File: src/rtl/fft_peak_detect_if.sv
// Sink stream from fft_int and the peak/error result bus of fft_peak_detect.
interface fft_peak_detect_if #(
  parameter int POW        = 11,
  parameter int DATA_WIDTH = 20,
  parameter int MAG_WIDTH  = 2*DATA_WIDTH+1
);
  localparam int BW = (POW > 0) ? POW : 1;

  logic                         sink_sop;
  logic                         sink_eop;
  logic                         sink_valid;
  logic signed [DATA_WIDTH-1:0] sink_Re;
  logic signed [DATA_WIDTH-1:0] sink_Im;

  logic                         peak_valid;
  logic [BW-1:0]                peak_bin;
  logic [MAG_WIDTH-1:0]         peak_mag;
  logic signed [DATA_WIDTH-1:0] peak_Re;
  logic signed [DATA_WIDTH-1:0] peak_Im;
  logic                         error;

  modport master (
    output sink_sop, sink_eop, sink_valid, sink_Re, sink_Im,
    input  peak_valid, peak_bin, peak_mag, peak_Re, peak_Im, error
  );

  modport slave (
    input  sink_sop, sink_eop, sink_valid, sink_Re, sink_Im,
    output peak_valid, peak_bin, peak_mag, peak_Re, peak_Im, error
  );
endinterface

File: src/rtl/fft_peak_detect.sv
// Finds the largest |X|^2 bin of each FFT packet and reports index, power and value.
// Optional macro FFT_PEAK_SKIP_DC_EN excludes bin 0 from the search.
//
// state | meaning
// IDLE  | waiting for sop; any other accepted beat is a framing error
// FRAME | inside a packet, counting bins until eop
module fft_peak_detect #(
  parameter int POW        = 11,
  parameter int DATA_WIDTH = 20,
  parameter int MAG_WIDTH  = 2*DATA_WIDTH+1
) (
  input logic              clk,
  input logic              aclr_n,
  fft_peak_detect_if.slave bus
);
  localparam int BW = (POW > 0) ? POW : 1;
  localparam int CW = POW + 1;
  localparam int PW = 2*DATA_WIDTH;
  localparam logic [CW-1:0] LAST = CW'((1 << POW) - 1);

  typedef enum logic {IDLE, FRAME} state_t;

  state_t          state_q, state_d;
  logic [CW-1:0]   cnt_q, cnt_d;
  logic            tag_vld, tag_first, tag_pub, tag_err;
  logic [BW-1:0]   tag_bin;
  logic signed [PW-1:0] sq_re, sq_im;
  logic            skip_dc;

  logic                         s1_vld_q, s1_first_q, s1_pub_q, s1_err_q;
  logic [BW-1:0]                s1_bin_q;
  logic signed [DATA_WIDTH-1:0] s1_re_q, s1_im_q;
  logic [PW-1:0]                s1_re2_q, s1_im2_q;

  logic                         s2_vld_q, s2_first_q, s2_pub_q, err_q;
  logic [BW-1:0]                s2_bin_q;
  logic signed [DATA_WIDTH-1:0] s2_re_q, s2_im_q;
  logic [MAG_WIDTH-1:0]         s2_mag_q;

  logic                         pub_q;
  logic [BW-1:0]                max_bin_q;
  logic [MAG_WIDTH-1:0]         max_mag_q;
  logic signed [DATA_WIDTH-1:0] max_re_q, max_im_q;

  logic                         peak_valid_q;
  logic [BW-1:0]                peak_bin_q;
  logic [MAG_WIDTH-1:0]         peak_mag_q;
  logic signed [DATA_WIDTH-1:0] peak_re_q, peak_im_q;

`ifdef FFT_PEAK_SKIP_DC_EN
  assign skip_dc = (POW > 0);
`else
  assign skip_dc = 1'b0;
`endif

  assign sq_re = PW'(bus.sink_Re) * PW'(bus.sink_Re);
  assign sq_im = PW'(bus.sink_Im) * PW'(bus.sink_Im);

  always_ff @(posedge clk or negedge aclr_n) begin
    if (!aclr_n) begin
      state_q <= IDLE;
      cnt_q   <= '0;
    end else begin
      state_q <= state_d;
      cnt_q   <= cnt_d;
    end
  end

  always_comb begin
    state_d   = state_q;
    cnt_d     = cnt_q;
    tag_vld   = 1'b0;
    tag_first = 1'b0;
    tag_pub   = 1'b0;
    tag_err   = 1'b0;
    tag_bin   = bus.sink_sop ? '0 : BW'(cnt_q + 1'b1);
    if (bus.sink_valid) begin
      case (state_q)
        IDLE: begin
          if (bus.sink_sop && !bus.sink_eop) begin
            state_d   = FRAME;
            cnt_d     = '0;
            tag_vld   = 1'b1;
            tag_first = 1'b1;
          end else begin
            tag_err = 1'b1;
          end
        end
        FRAME: begin
          if (bus.sink_sop && bus.sink_eop) begin
            tag_err = 1'b1;
            state_d = IDLE;
          end else if (bus.sink_sop) begin
            // restart: the new sop beat reloads the running max
            tag_err   = 1'b1;
            cnt_d     = '0;
            tag_vld   = 1'b1;
            tag_first = 1'b1;
          end else if (bus.sink_eop) begin
            state_d = IDLE;
            if (cnt_q + 1'b1 == LAST) begin
              tag_vld = 1'b1;
              tag_pub = 1'b1;
            end else begin
              tag_err = 1'b1;
            end
          end else begin
            cnt_d   = cnt_q + 1'b1;
            tag_vld = 1'b1;
          end
        end
        default: state_d = IDLE;
      endcase
    end
  end

  always_ff @(posedge clk or negedge aclr_n) begin
    if (!aclr_n) begin
      s1_vld_q <= 1'b0; s1_first_q <= 1'b0; s1_pub_q <= 1'b0; s1_err_q <= 1'b0;
      s1_bin_q <= '0;   s1_re_q    <= '0;   s1_im_q  <= '0;
      s1_re2_q <= '0;   s1_im2_q   <= '0;
      s2_vld_q <= 1'b0; s2_first_q <= 1'b0; s2_pub_q <= 1'b0; err_q <= 1'b0;
      s2_bin_q <= '0;   s2_re_q    <= '0;   s2_im_q  <= '0;   s2_mag_q <= '0;
    end else begin
      s1_vld_q   <= tag_vld;
      s1_first_q <= tag_first;
      s1_pub_q   <= tag_pub;
      s1_err_q   <= tag_err;
      s1_bin_q   <= tag_bin;
      s1_re_q    <= bus.sink_Re;
      s1_im_q    <= bus.sink_Im;
      s1_re2_q   <= PW'(sq_re);
      s1_im2_q   <= PW'(sq_im);
      s2_vld_q   <= s1_vld_q;
      s2_first_q <= s1_first_q;
      s2_pub_q   <= s1_pub_q;
      err_q      <= s1_err_q;
      s2_bin_q   <= s1_bin_q;
      s2_re_q    <= s1_re_q;
      s2_im_q    <= s1_im_q;
      s2_mag_q   <= MAG_WIDTH'(s1_re2_q) + MAG_WIDTH'(s1_im2_q);
    end
  end

  // strict greater-than keeps the lowest index on ties
  always_ff @(posedge clk or negedge aclr_n) begin
    if (!aclr_n) begin
      pub_q     <= 1'b0;
      max_bin_q <= '0;
      max_mag_q <= '0;
      max_re_q  <= '0;
      max_im_q  <= '0;
    end else begin
      pub_q <= s2_vld_q && s2_pub_q;
      if (s2_vld_q && s2_first_q && skip_dc) begin
        max_bin_q <= BW'(1);
        max_mag_q <= '0;
        max_re_q  <= '0;
        max_im_q  <= '0;
      end else if (s2_vld_q && (s2_first_q || (s2_mag_q > max_mag_q))) begin
        max_bin_q <= s2_bin_q;
        max_mag_q <= s2_mag_q;
        max_re_q  <= s2_re_q;
        max_im_q  <= s2_im_q;
      end
    end
  end

  always_ff @(posedge clk or negedge aclr_n) begin
    if (!aclr_n) begin
      peak_valid_q <= 1'b0;
      peak_bin_q   <= '0;
      peak_mag_q   <= '0;
      peak_re_q    <= '0;
      peak_im_q    <= '0;
    end else begin
      peak_valid_q <= pub_q;
      if (pub_q) begin
        peak_bin_q <= max_bin_q;
        peak_mag_q <= max_mag_q;
        peak_re_q  <= max_re_q;
        peak_im_q  <= max_im_q;
      end
    end
  end

  assign bus.peak_valid = peak_valid_q;
  assign bus.peak_bin   = peak_bin_q;
  assign bus.peak_mag   = peak_mag_q;
  assign bus.peak_Re    = peak_re_q;
  assign bus.peak_Im    = peak_im_q;
  assign bus.error      = err_q;
endmodule

File: src/flat_wrapper.sv
// flat-port wrapper written by rule: the top's interface ports become plain ports
module fft_peak_detect_flat 
#(
  parameter int POW        = 11,
  parameter int DATA_WIDTH = 20,
  parameter int MAG_WIDTH  = 2*DATA_WIDTH+1
)
  (clk, aclr_n, bus_sink_sop, bus_sink_eop, bus_sink_valid, bus_sink_Re, bus_sink_Im, bus_peak_valid, bus_peak_bin, bus_peak_mag, bus_peak_Re, bus_peak_Im, bus_error);
  fft_peak_detect_if #(.POW(POW), .DATA_WIDTH(DATA_WIDTH), .MAG_WIDTH(MAG_WIDTH)) bus_i ();
  input logic clk;
  input logic aclr_n;
  input wire logic [$bits(bus_i.sink_sop)-1:0] bus_sink_sop;
  input wire logic [$bits(bus_i.sink_eop)-1:0] bus_sink_eop;
  input wire logic [$bits(bus_i.sink_valid)-1:0] bus_sink_valid;
  input wire logic [$bits(bus_i.sink_Re)-1:0] bus_sink_Re;
  input wire logic [$bits(bus_i.sink_Im)-1:0] bus_sink_Im;
  output wire logic [$bits(bus_i.peak_valid)-1:0] bus_peak_valid;
  output wire logic [$bits(bus_i.peak_bin)-1:0] bus_peak_bin;
  output wire logic [$bits(bus_i.peak_mag)-1:0] bus_peak_mag;
  output wire logic [$bits(bus_i.peak_Re)-1:0] bus_peak_Re;
  output wire logic [$bits(bus_i.peak_Im)-1:0] bus_peak_Im;
  output wire logic [$bits(bus_i.error)-1:0] bus_error;
  assign bus_i.sink_sop = bus_sink_sop;
  assign bus_i.sink_eop = bus_sink_eop;
  assign bus_i.sink_valid = bus_sink_valid;
  assign bus_i.sink_Re = bus_sink_Re;
  assign bus_i.sink_Im = bus_sink_Im;
  assign bus_peak_valid = bus_i.peak_valid;
  assign bus_peak_bin = bus_i.peak_bin;
  assign bus_peak_mag = bus_i.peak_mag;
  assign bus_peak_Re = bus_i.peak_Re;
  assign bus_peak_Im = bus_i.peak_Im;
  assign bus_error = bus_i.error;
  fft_peak_detect #(.POW(POW), .DATA_WIDTH(DATA_WIDTH), .MAG_WIDTH(MAG_WIDTH)) u_core (.clk(clk), .aclr_n(aclr_n), .bus(bus_i));
endmodule
File: config.mk
export PLATFORM = sky130hd
export DESIGN_NAME = fft_peak_detect_flat
export DESIGN_NICKNAME = d
export VERILOG_FILES = /design/src/rtl/fft_peak_detect_if.sv /design/src/rtl/fft_peak_detect.sv /design/src/flat_wrapper.sv
export SDC_FILE = /design/constraint.sdc
export NUM_CORES = 2
export LEC_CHECK = 0
export BUFFER_PORTS_ARGS = -buffer_cell sky130_fd_sc_hd__buf_2
export CORE_AREA = 2 2 270 272
export CTS_CLUSTER_SIZE = 10
export DETAILED_ROUTE_END_ITERATION = 10
export DIE_AREA = 0 0 272 274
export PLACE_DENSITY = 0.87
export SLEW_MARGIN = 15
export SYNTH_ARGS = -nofsm -noshare
export SYNTH_HDL_FRONTEND = slang
export SYNTH_SLANG_ARGS = --single-unit
File: constraint.sdc
create_clock -name clk -period 4.3 [get_ports clk]
set_clock_uncertainty 0.15 [all_clocks]
set_input_delay 0.43 -clock clk [delete_from_list [all_inputs] [get_ports clk]]
set_output_delay 0.43 -clock clk [all_outputs]
set_load 0.03 [all_outputs]
==> results.md <==
* Main combinational cell family by area after synthesis: adder cells
* First-pass GRT wire length at between 150000 and 200000 µm
* FFs w/ async S/R, synth at 100%
* Total Routing Usage GR at 32.6%
* Worst Hold Endpoint: u_core.s1_im_q[13]
* Most instantiated library cell after synthesis: inv_1
* First-pass DRT Iterations at 9
* Crit-path slowest cell: fa_1
* Hold Path Depth at 2
* Count of cell types in the netlist at 68
* Die height at 274 µm
* Via count at 35100
* Period Utilization, post-route at 180%
* RSZ-0062 raised after global routing: yes
* Synth Area in Adders at about 44%
* Synth area leaders: fa_1, dfrtp_1, ha_1
* Maximum clock frequency at 0.129 GHz
* Synth warnings at 0
* Die area at 74500 µm²
* Max H-tree Level at 2
* Total gr overflow at 0
* Post-DRT Antenna Nets at 0
* Least-Margin Pin Slew at 0.934 ns
* Die X at 272 µm
* Syn_nets at 5025
* Design Area, Final at about 54000 µm²
* I/O Buffers at 138
* Row count at slightly below 100
* Root Buffer: clkbuf_16
* DRC Markers at 0
* TritonCTS Buffers at 50
* Top cells by count, synth: inv_1, fa_1, dfrtp_1
* Hold WC Path Type: in2reg
* Compound-Gate Fraction of Synth Area at 5.12%
* Largest net degree at the start of global routing at approximately 110
* Cells along the critical path: buf_8, buf_4, nand2_1, fa_1, inv_1, fa_1, fa_1, fa_1, fa_1, fa_1, inv_1, fa_1, inv_1, ha_4, nand2_1, o21ai_2, a221oi_2, nand3_2, a221oi_4, o21ai_2, a21oi_2, nand3b_1, nor2b_4, xnor2_2
* # setup viols final at 65
* WHS at -0.0353 ns
* IO Count at 139
* Hold Fails Final Rpt at 8
* Filler instances at between 3000 and 4000
* Relative slew slack at roughly 36%
* Top_reg_cell synth: dfrtp_1
* Syn Inst Count at 3923
* Crit-path max cell delay at 0.90 ns
* Clock latency on the worst-skew pair at 0.71 ns
* Req. time, crit path at 4.77 ns
* DP Area at 49300 µm²
* Hold Crit Start: bus_sink_Im[13]
* Sequential-to-total area share from yosys stat at 24.9%
* Critical path type: in2reg
* Fin nets at 5748
* Reg-to-reg startpoint: u_core.max_mag_q[34]
* Outcome: finished, violations left
* Max Cap Violations at 0
* Max FO, Critical Path at 12
* Area of the mapped netlist at 42700 µm²
* Seq cells post-synth at between 400 and 500
* Final wirelength at roughly 150000 µm
* Synth Area in XOR/XNOR at around 2.9%
* Arrival time worst endpoint at between 8 and 9 ns
* FF-to-FF End: u_core.max_re_q[14]
* Routed len/inst at 27.2 µm
* R2r setup slk at 0.46 ns
* Clock transition at path regs at around 0.06 ns
* CTS tree: built
* # clock sinks at between 400 and 500
* Vias in the first global route at ~37000
* EDFF count, synth at 0
* Placer Congestion at 0.926
* Layout cells sized above 1 at 33.5%
* Final critical-path setup slack at -3.43 ns
* Initial antenna violation count at 11
* Post-synthesis mux area share at 4.97%
* Layout area overhead at 26.5%
* Top Family by Delay on Critical Path: adder cells
* Critical Path Sink Type: flop
* Top cell type's share of synthesized area at 35.9%
* Slew Viols, Final at 0
* Clock Tree Buf Depth at 3
* Most common cell on crit path: fa_1
* Dominant cell type by area after synthesis: fa_1
* DR iter-0 viols at 4025
* Dpl hpwl at 80900 µm
* Failing checks: negative hold slack, negative setup slack
* Final min period at 7.73 ns
* Via/cell ratio at around 6.2
* CORE AREA at a little over 70000 µm²
* CP Launch Type: primary input
* Post-synthesis simple-gate area fraction at 8.17%
* Worst path buffer plus inverter count at 5
* Initial core utilization at 59.4%
* Syn_area_per_cell at 10.9 µm²
* R2R depth at 13
how the worst max path moves through the flow:
stage                          startpoint             endpoint  cells past startpoint
after floorplan           bus_sink_Im[19]  u_core.s1_im2_q[38]                     24
after global placement     bus_sink_Im[4]  u_core.s1_im2_q[38]                     23
after detailed placement   bus_sink_Im[3]  u_core.s1_im2_q[38]                     22
after CTS                  bus_sink_Re[4]  u_core.s1_re2_q[33]                     22
after global routing       bus_sink_Im[5]  u_core.s1_im2_q[30]                     24
final                      bus_sink_Im[2]  u_core.s1_im2_q[35]                     24
cells by family after synthesis:
logic type	after synthesis
AOI/OAI and AO/OA	329
xor gates and xnor gates	142
adders and majority gates	1057
buffers and inverters	1061
DFF	426
muxes	189
and+or+nand+nor	719
layout by cell type, fill, tap and decap left out, drive strengths merged, types with 7 or more instances in the layout:
cell	count
nor2	107
o21a	19
a21oi	88
o31ai	8
xnor2	102
xor2	40
nand4	16
o21ai	77
and3	14
clkbuf	54
dlygate4sd3	18
inv	943
dfrtp	426
nor2b	51
buf	770
o21bai	12
clkinv	7
nand3	29
nor3	22
a211oi	13
a31oi	15
mux2	187
ha	290
fa	767
and2	153
nand2	283
nand2b	23
a21o	57
flip-flops by register name, summed over array words and instances (netlist names), 11 cells and up:
signal	count
u_core.bus.peak_mag	41
u_core.max_mag_q	41
u_core.s2_mag_q	41
u_core.s1_im2_q	38
u_core.s1_re2_q	38
u_core.bus.peak_Im	20
u_core.bus.peak_Re	20
u_core.max_im_q	20
u_core.max_re_q	20
u_core.s1_im_q	20
u_core.s1_re_q	20
u_core.s2_im_q	20
u_core.s2_re_q	20
u_core.cnt_q	12
u_core.bus.peak_bin	11
u_core.max_bin_q	11
u_core.s1_bin_q	11
u_core.s2_bin_q	11
metal layers:
| layer | wire (µm) | track usage, % | vias up |
|---|---|---|---|
| met2 | 68700 | 57.2 | 2980 |
| met5 | 169 | 0 | - |
| met1 | 46300 | 36.1 | 17300 |
| li1 | - | - | 13300 |
| met3 | 21000 | 7.10 | 1467 |
| met4 | 16400 | 20.5 | 16 |
final cells by class:
cell class                 instances  area (µm²)  share of cell area, %
tap                              959        1200                   2.22
sequential                       426       10700                   19.7
clock buffer                      54        1290                   2.38
inverter                         944        3560                   6.58
clock inverter                     8         130                  0.241
antenna                            5        12.5                 0.0231
timing repair buffer             788        6730                   12.5
multi-input combinational       2436       30500                   56.4
stage by stage:
step | setup WS (ns) | utilization (%) | std cells | setup TNS [ns] | hold slack, ns
finish | -3.43 | 75.1 | 5620 | -128.61 | -0.0353
global route | -3.49 | 75.1 | 5615 | -133.37 | -0.0406
CTS | -1.95 | 73.1 | 5580 | -87.31 | 0.00227
detailed placement | -2.81 | 68.5 | 5451 | -141.77 | 0.185
global placement | -2.59 | 68.5 | 5451 | -133.84 | 0.182
floorplan | -2.27 | - | 3923 | -97.39 | -0.0156
timing repair:
item	in CTS	in global routing
resized for setup	343	322
pin swaps	210	236
setup buffers	57	45
hold endpoints to repair	117	2
gates cloned	3	0
setup endpoints to repair	66	65
hold buffers	16	2
Power is left out: the tool's default activity adds up to more than one toggle a clock period on the data nets, which glitch-free logic cannot reach.
